--- src/rtl/hex_msg_reader.sv ---
// rtl/hex_msg_reader.sv - decodes a 7-segment frame back to letter codes, HEX3 first, over valid/ready
// Optional: define HEX_MSG_READER_SKIP_BLANK_EN to drop blank digits from the stream.
module hex_msg_reader #(
  parameter int NUM_DIGITS = 4
) (
  input  logic                    CLOCK_50,
  input  logic [0:1]              KEY,
  input  logic [7*NUM_DIGITS-1:0] seg_frame,
  output logic [0:5]              code_out,
  output logic                    code_valid,
  input  logic                    code_ready,
  output logic                    code_err,
  output logic [1:0]              digit_idx,
  output logic                    busy,
  output logic                    done
);

  typedef enum logic [1:0] {IDLE, SEND, DONE} state_t;

  localparam logic [1:0] LAST_IDX = 2'(NUM_DIGITS - 1);

  state_t                  state, state_nx;
  logic                    key_q;
  logic                    start;
  logic [7*NUM_DIGITS-1:0] snap, snap_nx;
  logic [0:5]              code_nx;
  logic                    err_nx, valid_nx;
  logic [1:0]              idx_nx;
  logic                    load;
  logic [7*NUM_DIGITS-1:0] load_src;
  logic [1:0]              load_idx;
  logic [6:0]              dec;

  // Result is {err, code}; segment bit 0 is 'a', table patterns are written a..g.
  function automatic logic [6:0] decode(input logic [6:0] d);
    logic [6:0] p;
    p = {d[0], d[1], d[2], d[3], d[4], d[5], d[6]};
    case (p)
      7'b0001000: decode = {1'b0, 6'b100000};
      7'b1100000: decode = {1'b0, 6'b110000};
      7'b0110001: decode = {1'b0, 6'b100100};
      7'b1000010: decode = {1'b0, 6'b100110};
      7'b0110000: decode = {1'b0, 6'b100010};
      7'b0111000: decode = {1'b0, 6'b110100};
      7'b0100000: decode = {1'b0, 6'b110110};
      7'b1001000: decode = {1'b0, 6'b110010};
      7'b1001111: decode = {1'b0, 6'b010100};
      7'b1000011: decode = {1'b0, 6'b010110};
      7'b1110001: decode = {1'b0, 6'b111000};
      7'b0101011: decode = {1'b0, 6'b101100};
      7'b1101010: decode = {1'b0, 6'b101110};
      7'b0000001: decode = {1'b0, 6'b101010};
      7'b0011000: decode = {1'b0, 6'b111100};
      7'b0001100: decode = {1'b0, 6'b111110};
      7'b1111010: decode = {1'b0, 6'b111010};
      7'b0100100: decode = {1'b0, 6'b011100};
      7'b1000001: decode = {1'b0, 6'b101001};
      7'b1100011: decode = {1'b0, 6'b111001};
      7'b1010101: decode = {1'b0, 6'b011111};
      7'b1000100: decode = {1'b0, 6'b101111};
      7'b0010010: decode = {1'b0, 6'b101011};
      7'b1111111: decode = 7'b0000000;
      default:    decode = {1'b1, 6'b111111};
    endcase
  endfunction

  assign start = key_q & ~KEY[0];
  assign busy  = (state != IDLE);
  assign done  = (state == DONE);

  always_comb begin
    state_nx = state;
    snap_nx  = snap;
    code_nx  = code_out;
    err_nx   = code_err;
    valid_nx = code_valid;
    idx_nx   = digit_idx;
    load     = 1'b0;
    load_src = snap;
    load_idx = digit_idx;
    dec      = 7'd0;
    case (state)
      IDLE: begin
        if (start) begin
          snap_nx  = seg_frame;
          load     = 1'b1;
          load_src = seg_frame;
          load_idx = LAST_IDX;
          state_nx = SEND;
        end
      end
      SEND: begin
        // code_valid low in SEND only happens while stepping over blank digits
        if (!code_valid || code_ready) begin
          if (digit_idx != 2'd0) begin
            load     = 1'b1;
            load_idx = digit_idx - 2'd1;
          end else begin
            valid_nx = 1'b0;
            state_nx = DONE;
          end
        end
      end
      DONE: begin
        state_nx = IDLE;
        idx_nx   = LAST_IDX;
      end
      default: state_nx = IDLE;
    endcase
    if (load) begin
      dec     = decode(load_src[7*int'(load_idx) +: 7]);
      code_nx = dec[5:0];
      err_nx  = dec[6];
      idx_nx  = load_idx;
`ifdef HEX_MSG_READER_SKIP_BLANK_EN
      valid_nx = (dec != 7'd0);
`else
      valid_nx = 1'b1;
`endif
    end
  end

  always_ff @(posedge CLOCK_50) begin
    if (!KEY[1]) begin
      state      <= IDLE;
      key_q      <= 1'b1;
      snap       <= '0;
      code_out   <= 6'b000000;
      code_err   <= 1'b0;
      code_valid <= 1'b0;
      digit_idx  <= LAST_IDX;
    end else begin
      state      <= state_nx;
      key_q      <= KEY[0];
      snap       <= snap_nx;
      code_out   <= code_nx;
      code_err   <= err_nx;
      code_valid <= valid_nx;
      digit_idx  <= idx_nx;
    end
  end

endmodule
--- config.mk ---
export PLATFORM = sky130hd
export DESIGN_NAME = hex_msg_reader
export DESIGN_NICKNAME = d
export VERILOG_FILES = /design/src/rtl/hex_msg_reader.sv
export SDC_FILE = /design/constraint.sdc
export NUM_CORES = 1
export LEC_CHECK = 0
export BUFFER_PORTS_ARGS = -buffer_cell sky130_fd_sc_hd__buf_2
export CAP_MARGIN = 20
export CORE_ASPECT_RATIO = 0.9
export CORE_MARGIN = 2
export CORE_UTILIZATION = 60
export CTS_CLUSTER_DIAMETER = 40
export DETAILED_ROUTE_END_ITERATION = 16
export PLACE_DENSITY = 0.95
export SYNTH_ARGS = -nofsm -noshare
export SYNTH_HDL_FRONTEND = slang
export SYNTH_SLANG_ARGS = --single-unit
--- constraint.sdc ---
create_clock -name CLOCK_50 -period 9.11 [get_ports CLOCK_50]
set_clock_uncertainty 0.2 [all_clocks]
set_input_delay 0.4555 -clock CLOCK_50 [delete_from_list [all_inputs] [get_ports CLOCK_50]]
set_output_delay 0.4555 -clock CLOCK_50 [all_outputs]
set_load 0.05 [all_outputs]
-- Word-level counts from Yosys, hierarchy flattened
Index checks and enable logic that the tools add are counted.
W data, S select, Z words.
- flip-flop bits (word level): 41
- bits of input ports: 32
- output and inout bits: 12
- add/subtract/negate cells: 1
- multiply operators: 1
- equal/unequal tests: 30
- shift operators: 1
- multiplexer cells: 21
- bitwise gates (word level): 2
- reductions and logical operators: 10
- operator list (cell ; count):
    $pmux W7 S24 ; 1
    $eq A7 B7 Y1 const B ; 13
    $mux W28 ; 2
    $eq A7 B6 Y1 const B ; 6
    $shiftx A28 B6 Y7 ; 1
    $mux W2 ; 8
    $eq A7 B4 Y1 const B ; 2
    $eq A7 B5 Y1 const B ; 2
    $reduce_bool A2 Y1 ; 5
    $ne A2 B2 Y1 const B ; 4
    $pmux W2 S2 ; 2
    $eq A7 B1 Y1 const B ; 1
    $mux W1 ; 7
    $reduce_and A3 Y1 ; 2
    $mul A3 B2 Y5 const A ; 1
    $eq A2 B1 Y1 const B ; 1
    $eq A2 B2 Y1 const B ; 1
    $logic_not A2 Y1 ; 1
    $pmux W1 S2 ; 1
    $sub A2 B1 Y2 const B ; 1
    $and A1 B1 Y1 ; 1
    $logic_not A1 Y1 ; 1
    $logic_or A1 B1 Y1 ; 1
    $not A1 Y1 ; 1

-- Depth between registers and ports, before layout
Gate-level depths: netlist (run 1).
- depth in word-level cells: 8
- depth in mapped cells: 13
- depth with buffers taken out: 10

-- Least setup slack after synthesis (run 1)
Ideal clock, no wire load.
- path type: reg2reg
- from: register digit_idx[1]
- to: register code_err
- setup time: 0.133 ns
- arrival: 3.028 ns
- path slack: 5.750 ns
- cell stages (with the launch flop): 13
- path buffers: 2
- period minus slack after synthesis: 3.360 ns
- cells stage by stage: dfxtp_1 > buf_2 > nor3_1 > a41o_1 > or4_1 > o21a_1 > buf_2 > or4_1 > a211oi_2 > or2_2 > nor2_1 > nand4_2 > o21ai_1
- word-level cells in the longest chain between the ends: 8
- elaborated cells on any way between the ends: 36
- those cells by class: add/sub: 1; mul: 1; eq/ne: 24; shift: 1; mux: 8; reduce/logical: 1
- RTL lines (item ; RTL line ; text):
    from (decl) ; 13 ; output logic [1:0] digit_idx,
    from (signal assigned) ; 139 ; digit_idx <= idx_nx;
    $sub A2 B1 Y2 / $reduce_bool A2 Y1 (equally long branches) ; 97, 95 ;
    $mux W2 ; 95 ; if (digit_idx != 2'd0) begin
    $mux W2 ; 94 ; if (!code_valid || code_ready) begin
    $pmux W2 S2 ; 82 ; case (state)
    $mul A3 B2 Y5 ; 111 ; dec = decode(load_src[7*int'(load_idx) +: 7]);
    $shiftx A28 B6 Y7 ; 111 ;
    $eq A7 B7 Y1, or another cell as far along ; 38 ; case (p)
    $pmux W7 S24 ; 38 ;
    to (signal assigned) ; 137 ; code_err <= err_nx;
    to (decl) ; 12 ; output logic code_err,
Several ways; a longest one is shown, not always the timed one.
A chain may end at the register's enable or synchronous reset.

-- Final worst setup path (run 1)
- from: register state[0]
- to: register code_out[2] (netlist name)
- word-level cells in the longest chain between the ends: 6
- elaborated cells on any way between the ends: 32
- those cells by class: mul: 1; eq/ne: 25; shift: 1; mux: 4; reduce/logical: 1
- RTL lines (item ; RTL line ; text):
    from (decl) ; 22 ; state_t state, state_nx;
    from (signal assigned) ; 133 ; state <= state_nx;
    $eq A2 B1 Y1 / $logic_not A2 Y1 (equally long branches) ; 82 ;
    $pmux W2 S2 ; 82 ;
    $mul A3 B2 Y5 ; 111 ;
    $shiftx A28 B6 Y7 ; 111 ;
    $eq A7 B7 Y1, or another cell as far along ; 38 ;
    $pmux W7 S24 ; 38 ;
    to (signal assigned) ; 136 ; code_out <= code_nx;
    to (decl) ; 9 ; output logic [0:5] code_out,
Several ways; a longest one is shown, not always the timed one.

==> metrics, run 1 <==
All-Layer GR Usage=between 20% and 30%; crit path max-delay cell type=o21ai_1; Synth top area share=32.09%; Synth Area per Inst=about 7.6 sq um; post-synthesis register bit count=41; worst min path class=primary input to flop; Setup CP Type=flop to flop; io pins=44; worst vdd ir=0.00009942 V; Finished Layout Cells=416; fin. max-slew vios=0; Post-synth top cells=nand2_1 (71), dfxtp_1 (41), a21boi_0 (28); fin area=2879 sq um; Top FF cell, synth=dfxtp_1; Slew HR=43.85%; P per Cell Area=approximately 190 nW/um^2; critical path data required time=9110 ps; Worst-Margin Slew=841.1 ps; Die Wd=72.82 microns; GRT overflow=0; drt wl/cell=~16 microns; most frequent cell after synthesis=nand2_1; R2R setup slack=5420 ps; first drt pass iteration count=6; Synth-to-Final Area Change=12.57%; outcome=finished clean; post-cts sizing count=0; fin crit period=roughly 3700 ps; filler cell count=335; Synth Cell Area=between 2000 and 3000 sq um; setup TNS=0 ps; Initial DRC Count=around 470; largest net degree at the start of global routing=43; clk_lat worst skew=around 300 ps; cell taking the most area after synthesis=dfxtp_1; DRT antenna net count=0; synthesized netlist cell count=337; Vias=2,665; final net count=399; Clock Path Buffers=2; Synth Warn #=0; share of post-route cells with drive strength above 1=a little under a fifth; H-tree depth=2; placed insts=408; crit path max fanout=14; sequential fraction of the synthesis area=32.09%; CP Launch Type=flop; drc violations=0; MaxCap Viol Count=0; input/output buffers=43; Syn Nets=369; GP Congestion=around 1.1; cell row count=22; Post-synth ARST share=0%; Final Hold Viols=0; Yosys cell types=58; Core Footprint=4074 sq um; # hold bufs at CTS=0; Die Y=~66 microns; Initial Utilization=62.78%; critical-path cell list=nor2b_2 -> nand2_2 -> mux4_2 -> o21ai_1 -> or2_1 -> nor4_1 -> a31o_1 -> nor4_2 -> nand2_1 -> o221a_1; number of global-route vias before repair=2,392; crit share post-route=40.55%; fmax=270.7 MHz; Sink Count=41; Synth area leaders=dfxtp_1 (32%), nand2_1 (10%), a21boi_0 (8.2%); Crit path largest cell delay=520 ps; placed wire-length estimate=4615 microns; cts bufs inserted=5; RSZ-0062 raised after global routing=false; leakage=0.001139 uW; number of flops mapped to enable cells by yosys=0; postcts setup bufs=0; CTS tree=built; CP Capture Type=flop; ANT cells=0; Worst-path clk slew=~80 ps; area of the die=~4800 sq um; Clock Tree Root=clkbuf_8; vias per inst=6.406; placed cell areas=around 2800 sq um; final wirelength=~6500 microns; antenna violations before repair=0; final setup violation count=0; data arrival time of the critical path=3690 ps; global-route wire length before repair=about 11,000 microns
## registers in the layout, indices dropped and copies added (netlist names)
register,cells
snap,28
code_out,6
digit_idx,2
state,2
code_err,1
code_valid,1
key_q,1
## power breakdown
group / leakage, uW / internal, uW / switching (uW) / total [uW]
Combinational: 0.000743 / 59.7 / 124 / 184
Clock: 0.0000585 / 89.3 / 62.1 / 151
Sequential: 0.000337 / 196 / 11.9 / 208
## kinds of logic (layout without fill, tap and decap cells)
group / count (synthesis) / count (layout) / synth area share, %
flops: 41 / 41 / 32.09
xor+xnor: 3 / 3 / 1.028
buf+inv: 25 / 56 / 4.403
compound gates: 104 / 104 / 28.57
simple gates: 157 / 157 / 30.63
mux: 7 / 7 / 3.278
## area by class of cell
class                           count  area [sq um]  share of cell area (%)
Timing Repair Buffer               47         245.2                   8.518
Multi-Input combinational cell    271          1633                   56.71
Tap cell                           48         60.06                   2.086
Clock inverter                      1         30.03                   1.043
Inverter                            1         3.754                  0.1304
Sequential cell                    41         820.8                   28.51
Clock buffer                        7         86.33                   2.999
## per-layer routing
layer  share of wire, %  up-vias  global-route usage, %
li1                   -     1289                      -
met1                 43     1193                  38.63
met2                 45      157                  45.68
met3                9.1       26                  7.012
met4                2.8        0                  12.73
met5                  0        -                      0
## metrics by stage
step	hold WS (ps)	power (uW)	setup WS, ps	utilization (%)
after CTS	190.9	542.1	5473	70.67
final	192.1	543.3	5416	70.67
after floorplan	240.0	349.2	5750	-
after global placement	243.5	392.7	5472	67.81
after detailed placement	250.0	391.0	5453	67.81
after global routing	200.8	571.6	5072	70.67
## cell usage in the layout (no fill, tap or decap), drive strengths merged, types with 2 or more instances in the layout
cell,netlist,final
nor4,7,7
or2,5,5
o211ai,2,2
buf,11,47
o21ai,24,24
nor3,12,12
nand4,7,7
xnor2,3,3
o22ai,2,2
and3,3,3
a21oi,11,11
nor4b,2,2
clkbuf,13,7
nor2b,4,4
o32a,3,3
nor2,19,19
mux2i,5,5
or4,3,3
o32ai,2,2
a2111oi,2,2
a211oi,4,4
nand3,5,5
a31oi,4,4
dfxtp,41,41
a21boi,28,28
o21a,5,5
and4,2,2
nand2,73,73
a211o,2,2
nand2b,12,12
o311ai,5,5
## critical path, delay by kind of cell (launching register included)
kind | cells | cell delay (ps)
and+or+nand+nor | 6 | 1610
AOI/OAI and AO/OA | 3 | 970
DFF | 1 | 450
muxes | 1 | 350
## path summary, 6_finish.rpt
kind                         start  depth (start not counted)                       end
min                   seg_frame[1]                          3        snap[1]$_SDFF_PN0_
max reg2reg  state[0]$_SDFFE_PN0P_                         10  code_out[2]$_SDFFE_PN0P_
max          state[0]$_SDFFE_PN0P_                         10  code_out[2]$_SDFFE_PN0P_
min reg2reg  code_err$_SDFFE_PN0P_                          2     code_err$_SDFFE_PN0P_
Power figures use the tool's default switching activity.
==> inputs of run 2 (changes only) <==
--- a/config.mk
+++ b/config.mk
@@ -9,10 +9,10 @@
 export CAP_MARGIN = 20
 export CORE_ASPECT_RATIO = 0.9
 export CORE_MARGIN = 2
-export CORE_UTILIZATION = 60
+export CORE_UTILIZATION = 56
 export CTS_CLUSTER_DIAMETER = 40
 export DETAILED_ROUTE_END_ITERATION = 16
-export PLACE_DENSITY = 0.95
+export PLACE_DENSITY = 0.91
 export SYNTH_ARGS = -nofsm -noshare
 export SYNTH_HDL_FRONTEND = slang
 export SYNTH_SLANG_ARGS = --single-unit
==> constraint.sdc (replaced) <==
create_clock -name CLOCK_50 -period 3.7 [get_ports CLOCK_50]
set_clock_uncertainty 0.2 [all_clocks]
set_input_delay 0.185 -clock CLOCK_50 [delete_from_list [all_inputs] [get_ports CLOCK_50]]
set_output_delay 0.185 -clock CLOCK_50 [all_outputs]
set_load 0.05 [all_outputs]
==> metrics, run 2 (synthesized netlist as in run 1, its figures left out) <==
final net count=433 (+8.5%); global-route wire length before repair=12,840 microns (+16%); Die Wd=75.24 microns (+3.3%); Sink Count=41 (unchanged); first drt pass iteration count=5 (-1); Worst-Margin Slew=692.2 ps (-148.9 ps); RSZ-0062 raised after global routing=false; GRT overflow=0 (unchanged); clk_lat worst skew=300 ps (about the same); Slew HR=53.66% (+9.8 points); fin. max-slew vios=0 (unchanged); largest net degree at the start of global routing=43 (unchanged); P per Cell Area=434.2 nW/um^2 (+130%); Synth-to-Final Area Change=26.03%; crit path max fanout=10 (-4); Final Hold Viols=0 (unchanged); worst vdd ir=0.0002398 V (+140%); startpoint of the worst hold path=seg_frame[25]; GP Congestion=0.9749 (-12%); biggest regs=snap: 28 flops, code_out: 6 flops; Core Footprint=4432 sq um (+8.8%); drt wl/cell=17.42 microns (+11%); Vias=2,960 (+11%); io pins=44 (unchanged); Clock Path Buffers=2 (unchanged); setup TNS=0 ps (unchanged); Initial Utilization=57.71% (-5.1 points); FF-to-FF Start=code_valid$_SDFFE_PN0P_; critical path depth=12 (+2); Top reg by flops=snap; number of cells on the worst reg-to-reg path=10 (unchanged); fmax=282.9 MHz; Worst Path Buf+Inv=2 (+2); All-Layer GR Usage=32.69% (+3.3 points); area of the die=5124 sq um (+6.7%); vias per inst=6.379 (-0.42%); outcome=finished clean; launching element of the worst setup path=KEY[0]; crit path max-delay cell type=nor4b_4; data arrival time of the critical path=3520 ps (-170 ps); fin crit period=roughly 3500 ps; postcts setup bufs=0 (unchanged); antenna violations before repair=0 (unchanged); Worst-path clk slew=80 ps (about the same); Crit path largest cell delay=600 ps (+80 ps); FF-to-FF End=code_out[1]$_SDFFE_PN0P_; Initial DRC Count=415 (-12%); CP Launch Type=primary input; leakage=0.001289 uW (+13%); placed wire-length estimate=5224 microns (+13%); worst min path class=primary input to flop; R2R setup slack=180 ps (-5240 ps); cell row count=23 (+4.5%); CTS tree=built; Finished Layout Cells=464 (+12%); MaxCap Viol Count=0 (unchanged); Die Y=68.11 microns (+3.3%); cts bufs inserted=5 (unchanged); DRT antenna net count=0 (unchanged); CP endpoint=code_out[1]$_SDFFE_PN0P_; Largest register FFs=28 (unchanged); CP Capture Type=flop; crit-path leading delay family=simple AND/OR/NAND/NOR gates; crit share post-route=95.53%; H-tree depth=2 (unchanged); number of global-route vias before repair=2,704 (+13%); final wirelength=8084 microns (+24%); final setup violation count=0 (unchanged); input/output buffers=43 (unchanged); ANT cells=0 (unchanged); most frequent cells in the layout=nand2_1 (71), buf_2 (43), dfxtp_1 (41), a21boi_0 (28), dlygate4sd3_1 (25); Clock Tree Root=clkbuf_8; drc violations=0 (unchanged); share of post-route cells with drive strength above 1=19.40% (+0.92 points); Setup CP Type=primary input to flop; critical path data required time=3680 ps (-5430 ps); commonest non-fill, non-tap cell in the layout=nand2_1; placed insts=431 (+5.6%); critical-path cell list=dlygate4sd3_1 -> buf_2 -> nor4b_4 -> nor2_1 -> o21ai_0 -> nand4_2 -> or4_1 -> a211oi_2 -> or2_2 -> nor2_1 -> nand4_2 -> o21ai_1
[run 2: where the power goes]
part	switching, uW	internal (uW)
clock	160	220
sequential	30.7	483
combinational	328	178
total	518	881
[run 2: worst min-delay path by stage]
stage | cells past startpoint | end | slack [ps]
final | 3 | snap[25]$_SDFF_PN0_ | 8
after global routing | 3 | snap[25]$_SDFF_PN0_ | 7
after CTS | 3 | snap[25]$_SDFF_PN0_ | 2
after detailed placement | 2 | key_q$_SDFF_PN1_ | 240
after global placement | 2 | key_q$_SDFF_PN1_ | 230
after floorplan | 1 | key_q$_SDFF_PN1_ | 60
[run 2: worst register-to-register path: stages (launching register included)]
cell	delay (ps)
dfxtp_1	390
nand2b_1	320
a41o_1	320
or4_1	540
o21a_1	340
or4_1	470
a211oi_2	310
or2_2	190
nor2_1	70
nand4_2	160
o21ai_1	90
[run 2: layer usage]
metal | vias to the layer above | GRT usage [%] | wire [microns]
met5 | - | 0 | 0
met4 | 0 | 12.94 | 300
met3 | 45 | 6.480 | 738
met2 | 207 | 51.64 | 3710
met1 | 1348 | 43.91 | 3335
li1 | 1360 | - | -
[run 2: area by class of cell]
type / count / area, sq um
clock buffer: 7 / 86.33
clock inverter: 1 / 30.03
fill: 351 / 1209
inverter: 1 / 3.754
multi-input combinational: 271 / 1642
sequential: 41 / 820.8
tap: 62 / 77.57
timing repair buffer: 81 / 563.0
[run 2: repair_timing]
| action | 4_1_cts | 5_1_grt |
|---|---|---|
| hold buffers | 25 | 0 |
| hold endpoints to repair | 25 | 0 |
| setup endpoints to repair | 0 | 6 |
| gates resized for setup | 0 | 2 |
[run 2: stage by stage]
step	worst slack (ps)	cell area [sq um]	hold WS [ps]	power, uW	util [%]
final	165.3	3223	7.522	1400	72.73
after global routing	19.19	3223	6.641	1457	72.73
after CTS	258.8	3214	1.799	1378	72.53
after detailed placement	291.5	2848	238.2	984.4	64.26
after global placement	320.7	2848	228.2	977.2	64.26
after floorplan	339.7	2557	58.04	859.8	-
